### config.mk
export PLATFORM = sky130hd
export DESIGN_NAME = uart_word_receive
export DESIGN_NICKNAME = d
export VERILOG_FILES = /design/src/rtl/oscilo_pkg.sv /design/src/rtl/byte_timeout_timer.sv /design/src/rtl/uart_word_receive.sv
export SDC_FILE = /design/constraint.sdc
export NUM_CORES = 1
export LEC_CHECK = 0
export CAP_MARGIN = 5
export CORE_MARGIN = 3
export CORE_UTILIZATION = 42
export DETAILED_ROUTE_END_ITERATION = 10
export HOLD_SLACK_MARGIN = 0.06
export SETUP_SLACK_MARGIN = 0.15
export SYNTH_ARGS = -nofsm -noshare
export SYNTH_HDL_FRONTEND = slang
export SYNTH_SLANG_ARGS = --single-unit
export TNS_END_PERCENT = 5
### constraint.sdc
create_clock -name clk_50mhz -period 2.15 [get_ports clk_50mhz]
set_input_delay 0.5375 -clock clk_50mhz [delete_from_list [all_inputs] [get_ports clk_50mhz]]
set_output_delay 0.5375 -clock clk_50mhz [all_outputs]
set_load 0.02 [all_outputs]
### src/rtl/oscilo_pkg.sv
// Shared types and constants for the host<->FPGA byte-serial parameter path.
package oscilo_pkg;

    typedef enum logic [1:0] {IDLE, RECV, DONE, ERR} word_rx_state_t;

    localparam int unsigned UART_BYTE_W = 8;
    localparam int unsigned CLK_HZ      = 50_000_000;

endpackage

### src/rtl/byte_timeout_timer.sv
// Counts enabled cycles since the last clear; expired flags the terminal count.
// TIMEOUT_CYCLES = 0 disables expiry entirely.
module byte_timeout_timer #(
    parameter int unsigned TIMEOUT_CYCLES = 5000000
) (
    input  logic clk,
    input  logic clear,
    input  logic enable,
    output logic expired
);

    localparam int unsigned CNT_W = (TIMEOUT_CYCLES > 0) ? $clog2(TIMEOUT_CYCLES + 1) : 1;
    localparam bit          USE_TIMEOUT = (TIMEOUT_CYCLES != 0);

    logic [CNT_W-1:0] count;

    always_comb begin
        expired = 1'b0;
        if (USE_TIMEOUT) begin
            expired = (count == CNT_W'(TIMEOUT_CYCLES - 1));
        end
    end

    // Holding at the terminal value means the counter can never wrap.
    always_ff @(posedge clk) begin
        if (clear) begin
            count <= '0;
        end else if (enable && USE_TIMEOUT && !expired) begin
            count <= count + 1'b1;
        end
    end

endmodule

### src/rtl/uart_word_receive.sv
// Assembles one WORD_BYTES-wide parameter word from UART bytes, MSB first, under the
// command decoder's activate/done handshake, with an inter-byte timeout.
module uart_word_receive
    import oscilo_pkg::*;
#(
    parameter int unsigned WORD_BYTES     = 4,
    parameter int unsigned TIMEOUT_CYCLES = 5000000
) (
    input  logic                              clk_50mhz,
    input  logic                              reset,
    input  logic                              activate,
    input  logic                              rx_valid,
    input  logic [UART_BYTE_W-1:0]            rx_data,
    output logic                              done,
    output logic                              timeout,
    output logic [UART_BYTE_W*WORD_BYTES-1:0] word,
    output logic [$clog2(WORD_BYTES+1)-1:0]   byte_count
);

    localparam int unsigned WORD_W = UART_BYTE_W * WORD_BYTES;
    localparam int unsigned CNT_W  = $clog2(WORD_BYTES + 1);

    word_rx_state_t    state, state_next;
    logic [WORD_W-1:0] shift, shift_next;
    logic [WORD_W-1:0] word_next;
    logic [CNT_W-1:0]  count_next;
    logic              done_next, timeout_next;
    logic              timer_clear, timer_enable, timer_expired;

    byte_timeout_timer #(
        .TIMEOUT_CYCLES(TIMEOUT_CYCLES)
    ) u_timer (
        .clk    (clk_50mhz),
        .clear  (reset | timer_clear),
        .enable (timer_enable),
        .expired(timer_expired)
    );

    always_comb begin
        state_next   = state;
        shift_next   = shift;
        word_next    = word;
        count_next   = byte_count;
        timer_clear  = 1'b1;
        timer_enable = 1'b0;

        unique case (state)
            IDLE: begin
                if (activate) begin
                    shift_next = '0;
                    count_next = '0;
                    state_next = RECV;
                end
            end
            RECV: begin
                if (!activate) begin
                    state_next = IDLE;
                end else if (rx_valid) begin
                    // A byte on the terminal timer cycle still wins over expiry.
                    shift_next = WORD_W'({shift, rx_data});
                    count_next = byte_count + 1'b1;
                    if (byte_count == CNT_W'(WORD_BYTES - 1)) begin
                        word_next  = shift_next;
                        state_next = DONE;
                    end
                end else begin
                    timer_clear  = 1'b0;
                    timer_enable = 1'b1;
                    if (timer_expired) begin
                        state_next = ERR;
                    end
                end
            end
            DONE, ERR: begin
                if (!activate) begin
                    state_next = IDLE;
                end
            end
            default: state_next = IDLE;
        endcase

        done_next    = (state_next == DONE);
        timeout_next = (state_next == ERR);
    end

    always_ff @(posedge clk_50mhz) begin
        if (reset) begin
            state      <= IDLE;
            shift      <= '0;
            word       <= '0;
            byte_count <= '0;
            done       <= 1'b0;
            timeout    <= 1'b0;
        end else begin
            state      <= state_next;
            shift      <= shift_next;
            word       <= word_next;
            byte_count <= count_next;
            done       <= done_next;
            timeout    <= timeout_next;
        end
    end

endmodule
# Word-level counts from Yosys, hierarchy flattened
# Cells that the tools add are included.
op_classes:
  add_sub_neg: 2
  eq_ne: 10
  mux: 21
  bitwise_logic: 1
  reduce_logical: 7
ops:
  columns: ["operator", "n"]
  rows:
  - ["two-way mux 24 bit", 3]
  - ["case mux 24 bit (2 select lines)", 1]
  - ["adder 23 x 1 -> 23 bit (second input constant)", 1]
  - ["equality test 23 bit (second input constant)", 1]
  - ["two-way mux 2 bit", 6]
  - ["two-way mux 3 bit", 3]
  - ["equality test 2 bit (second input constant)", 4]
  - ["AND reduction 4 bit", 2]
  - ["two-way mux 1 bit", 6]
  - ["!= test 2 bit (second input constant)", 3]
  - ["case mux 2 bit (3 select lines)", 1]
  - ["case mux 3 bit (2 select lines)", 1]
  - ["adder 3 x 1 -> 3 bit (second input constant)", 1]
  - ["equality test 3 x 2 -> 1 bit (second input constant)", 1]
  - ["equality test 2 x 1 -> 1 bit (second input constant)", 1]
  - ["logical NOT 2 bit", 1]
  - ["nonzero test 2 bit", 1]
  - ["OR reduction 2 bit", 1]
  - ["logical AND 1 bit", 1]
  - ["logical NOT 1 bit", 1]
  - ["OR 1 bit", 1]
totals:
  register_bits: 86
  inputBits: 12
  out_inout_bits: 37

# Longest topological paths before layout
logic_depth:
  word_depth: 6
  depth_mapped: 8

# By module
# From an unflattened synthesis, not the netlist that was laid out.
unflattened:
  hier_cells: 425
  area_unflattened_um2: 3938.8
by_module_without_submodules:
  columns: ["module", "n_inst", "cells_each", "area_per_inst_um2", "seq_area_each_um2"]
  rows:
  - ["uart_word_receive", 1, 292, 2763.9, 1261.2]
  - ["byte_timeout_timer", 1, 133, 1174.9, 460.4]

# Least setup slack after synthesis
# OpenSTA, ideal clock, no wires.
synth_timing:
  kind: "register to register"
  startpoint: "register u_timer.count[0]"
  endpoint: "register u_timer.count[21]"
  arrival_ns: 1.820
  setup_slack_ns: 0.259
  stages_incl_launch_ff: 8
  n_path_buf: 1
  period_less_slack_ns: 1.891
  cell_sequence: "dfxtp_1 > ha_1 > and3_1 > clkbuf_1 > nand4_2 > o21ai_1 > or4_1 > a21oi_1"
synth_between:
  elab_chain_len: 3
  word_cells_on_any_way: 4
  cone_classes: "add/sub: 1; eq/ne: 1; reduce/logical: 2"
synth_rtl:
  columns: ["element", "line_no", "source"]
  rows:
  - ["from (decl)", "byte_timeout_timer.sv:15", "logic [CNT_W-1:0] count;"]
  - ["from (signal assigned)", "byte_timeout_timer.sv:29", "count <= count + 1'b1;"]
  - ["branches (longest 3 deep; another with adder 23 x 1 -> 23 bit)", null, null]
# Several ways; the timed one is not identified.
# A chain may end at the register's enable or synchronous reset.

# Worst setup path after layout
layout_timing:
  startpoint: "input rx_valid"
  endpoint: "register u_timer.count[17]"
layout_between:
  elab_chain_len: 4
  word_cells_on_any_way: 8
  cone_classes: "mux: 6; bitwise: 1; reduce/logical: 1"
layout_rtl:
  columns: ["element", "line_no", "source"]
  rows:
  - ["from (decl)", "uart_word_receive.sv:12", "input logic rx_valid,"]
  - ["two-way mux 1 bit", "uart_word_receive.sv:58", "end else if (rx_valid) begin"]
  - ["two-way mux 1 bit", "uart_word_receive.sv:56", "if (!activate) begin"]
  - ["two-way mux 1 bit", "uart_word_receive.sv:47", "unique case (state)"]
  - ["OR 1 bit / logical AND 1 bit (equally long branches)", "uart_word_receive.sv:34, byte_timeout_timer.sv:28", null]
# Parallel ways exist; a longest one is shown, timed or not.

==> reports/summary.txt <==
status: finished, final reports clean
Initial Util: 43.5%
DRT iter0 DRCs: 132
largest net degree at the start of global routing: 61
first-pass GRT wire length: 13000 µm
Cells after Synth: 418
final period utilization: 91.6%
Inserted Diodes: 0
die area: 0.00920 mm²
Core Util, Final: 55.6%
gr ovfl total: 0
Critical Path AT: 2.24 ns
Max-slew headroom: 58.0%
clk sink count: 86
CP max stage delay: 0.41 ns
initial antenna violation count: 0
met2 Use GR: 29.5%
most common cell after layout, fill and taps aside: nand2_1
post-synth top area share: 50.7%
Horiz. Die Dim: 95.9 µm
kind of critical path: in -> reg
Power Density: 695 mW/mm²
Period minus WS final: 1.97 ns
Crit. End Element: register
final net count: 484
First-pass DRT Iterations: 4
Hold Path Class: reg -> reg
fin area: 0.00434 mm²
fmax: 0.508 GHz
H-tree depth: 3
Critical path buffers and inverters: 2
syn nets: 433
placed instance count: 560
worst-path maximum fanout: 5
Post-synth ARST share: 0%
Startpoint Class: primary input
ANT nets after route: 0
CORE AREA: 0.00781 mm²
max-cap violations: 0
dpl hpwl: 5200 µm
io pins: 49
area leader, netlist: dfxtp_1
drt drc: 0
Port Buffers: 48
die height: 95.9 µm
sequential share of the synthesized area: 50.7%
Fin. Hold Viols: 0
Clock Latency Late Sink: 0.35 ns
CTS tree: done
M3 GR Usage: 5.47%
CTS Buffer Depth: 2
GR Util met1: 22.6%
setup tns final: 0 ns
CP delay by family, top: simple AND/OR/NAND/NOR gates
Placer Congestion: 0.884
Synth Flop Type: dfxtp_1
maximum vdd ir drop: 0.000346 V
multiplexer area fraction after synthesis: 0%
most frequent cells in the layout: nand2_1 (99), dfxtp_1 (86), a21oi_1 (68), clkdlybuf4s50_1 (47), nand3_1 (30)
synthesized flop and latch total: 86
EDFF count, synth: 0
Power Total: 3020 µW
via count: 2969
Area growth syn-to-layout: 27.7%
Syn Area/Cell: 8.13 µm²
Synth area leaders: dfxtp_1 (51%), nand2_1 (11%), a21oi_1 (10%)
Post-CTS Setup Inserts: 0
clk_skew: 0.0124 ns
Req. time, crit path: 2.43 ns
final-report setup violation count: 0
XOR/XNOR Fraction of Synth Area: 3.61%
Root Driver: clkbuf_8
Simple-Gate Fraction of Synth Area: 27.6%
Avg WL per Cell: 13.5 µm
post-synth cell types: 39
Synth Area in Compound Gates: 13.5%
number of CTS-inserted buffers: 9
critical-path cell list: clkdlybuf4s50_1, nand4bb_2, nor2_1, o21ai_1, buf_4, or3_1, a21oi_1
CTS Hold Bufs: 0
post-route insts no fill: 576
row cnt: 32
Crit-path slowest cell: clkdlybuf4s50_1
RSZ-0062 raised after global routing: yes
Post-Place Cell Area: 0.00410 mm²
Synth Area in Adders: 1.10%
largest family of logic cells by synthesized area: simple AND/OR/NAND/NOR gates
vias per cell: 5.15
Tightest Pin Transition: 0.630 ns
Reg clk slew, reported paths: 0.09 ns
Cell Area, Synth: 0.00340 mm²
GRT Util Overall: 18.1%
Filler Cell Count: 787
layout cell share with drive strength beyond 1: 10.1%
max-slew violations: 0
Ys Warns: 0
leakage: 0.00142 µW
final wirelength: 7750 µm
vias in the first global route: 2771
busiest metal layer after global routing: met2
## worst register-to-register path: cells and delay by family (launching register included)
kind,cells,cell delay (ns)
DFF,1,0.37
and+or+nand+nor,4,1.29
xor gates and xnor gates,1,0.18
## cell usage after synthesis, types with 2 or more instances
cell type / count
dfxtp_1: 86
o211ai_1: 2
nand4_1: 5
or4_1: 3
nor4_1: 3
nor3b_1: 2
o21ai_0: 8
clkbuf_1: 25
nor2_1: 21
nor2b_1: 4
nor3_1: 6
xor2_1: 14
nand2_1: 99
ha_1: 3
and3_1: 2
or3_2: 3
o31ai_1: 3
nand3_1: 30
or3_1: 5
a21oi_1: 68
nand2b_1: 3
inv_1: 6
## stage by stage
step	hold WS [ns]	setup slack (ns)
6_report	0.456	0.182
5_1_grt	0.468	0.0588
4_1_cts	0.459	0.196
3_5_place_dp	0.446	-0.170
3_3_place_gp	0.441	-0.132
2_1_floorplan	0.432	0.259
## kinds of logic (layout without fill, tap and decap cells)
kind of cell               after synthesis  count (layout)
DFF                                     86              86
and+or+nand+nor                        197             197
adders and majority gates                3               3
xor gates and xnor gates                14              14
AOI/OAI and AO/OA                       86              86
buffers and inverters                   32              88
## sequential cells by signal, indices dropped and copies added (netlist names)
name	cells
byte_count	3
done	1
shift	24
state	2
timeout	1
u_timer.count	23
word	32
## power breakdown
group | switching (µW) | internal [µW]
clock | 604 | 695
combinational | 69.2 | 42.7
sequential | 7.10 | 1600
total | 680 | 2330
## repair_timing
action	CTS	global route
setup endpoints to repair	0	8
hold endpoints to repair	0	0
gates resized for setup	0	2
## layout make-up
| cell class | instances | area [µm²] | area share, % |
|---|---|---|---|
| Clock inverter | 6 | 92.6 | 2.13 |
| Inverter | 6 | 22.5 | 0.519 |
| Timing Repair Buffer | 66 | 661 | 15.2 |
| Multi-Input combinational cell | 300 | 1580 | 36.3 |
| Sequential cell | 86 | 1720 | 39.7 |
| Clock buffer | 10 | 138 | 3.17 |
| Tap cell | 102 | 128 | 2.94 |
## worst paths after layout
check | startpoint | depth (start not counted) | end | slack, ns
worst max-delay path | rx_valid | 7 | u_timer.count[17] | 0.18
worst min-delay path | shift[17] | 2 | word[25] | 0.46
worst max register to register | u_timer.count[8] | 5 | u_timer.count[22] | 0.21
worst min register to register | shift[17] | 2 | word[25] | 0.46
## per-layer routing
metal,part of all wire [%],vias up
met5,0,-
met4,1.6,0
met3,4.2,8
met2,48,49
met1,46,1389
li1,-,1523
Note: power is estimated with default switching activity, not from simulation.
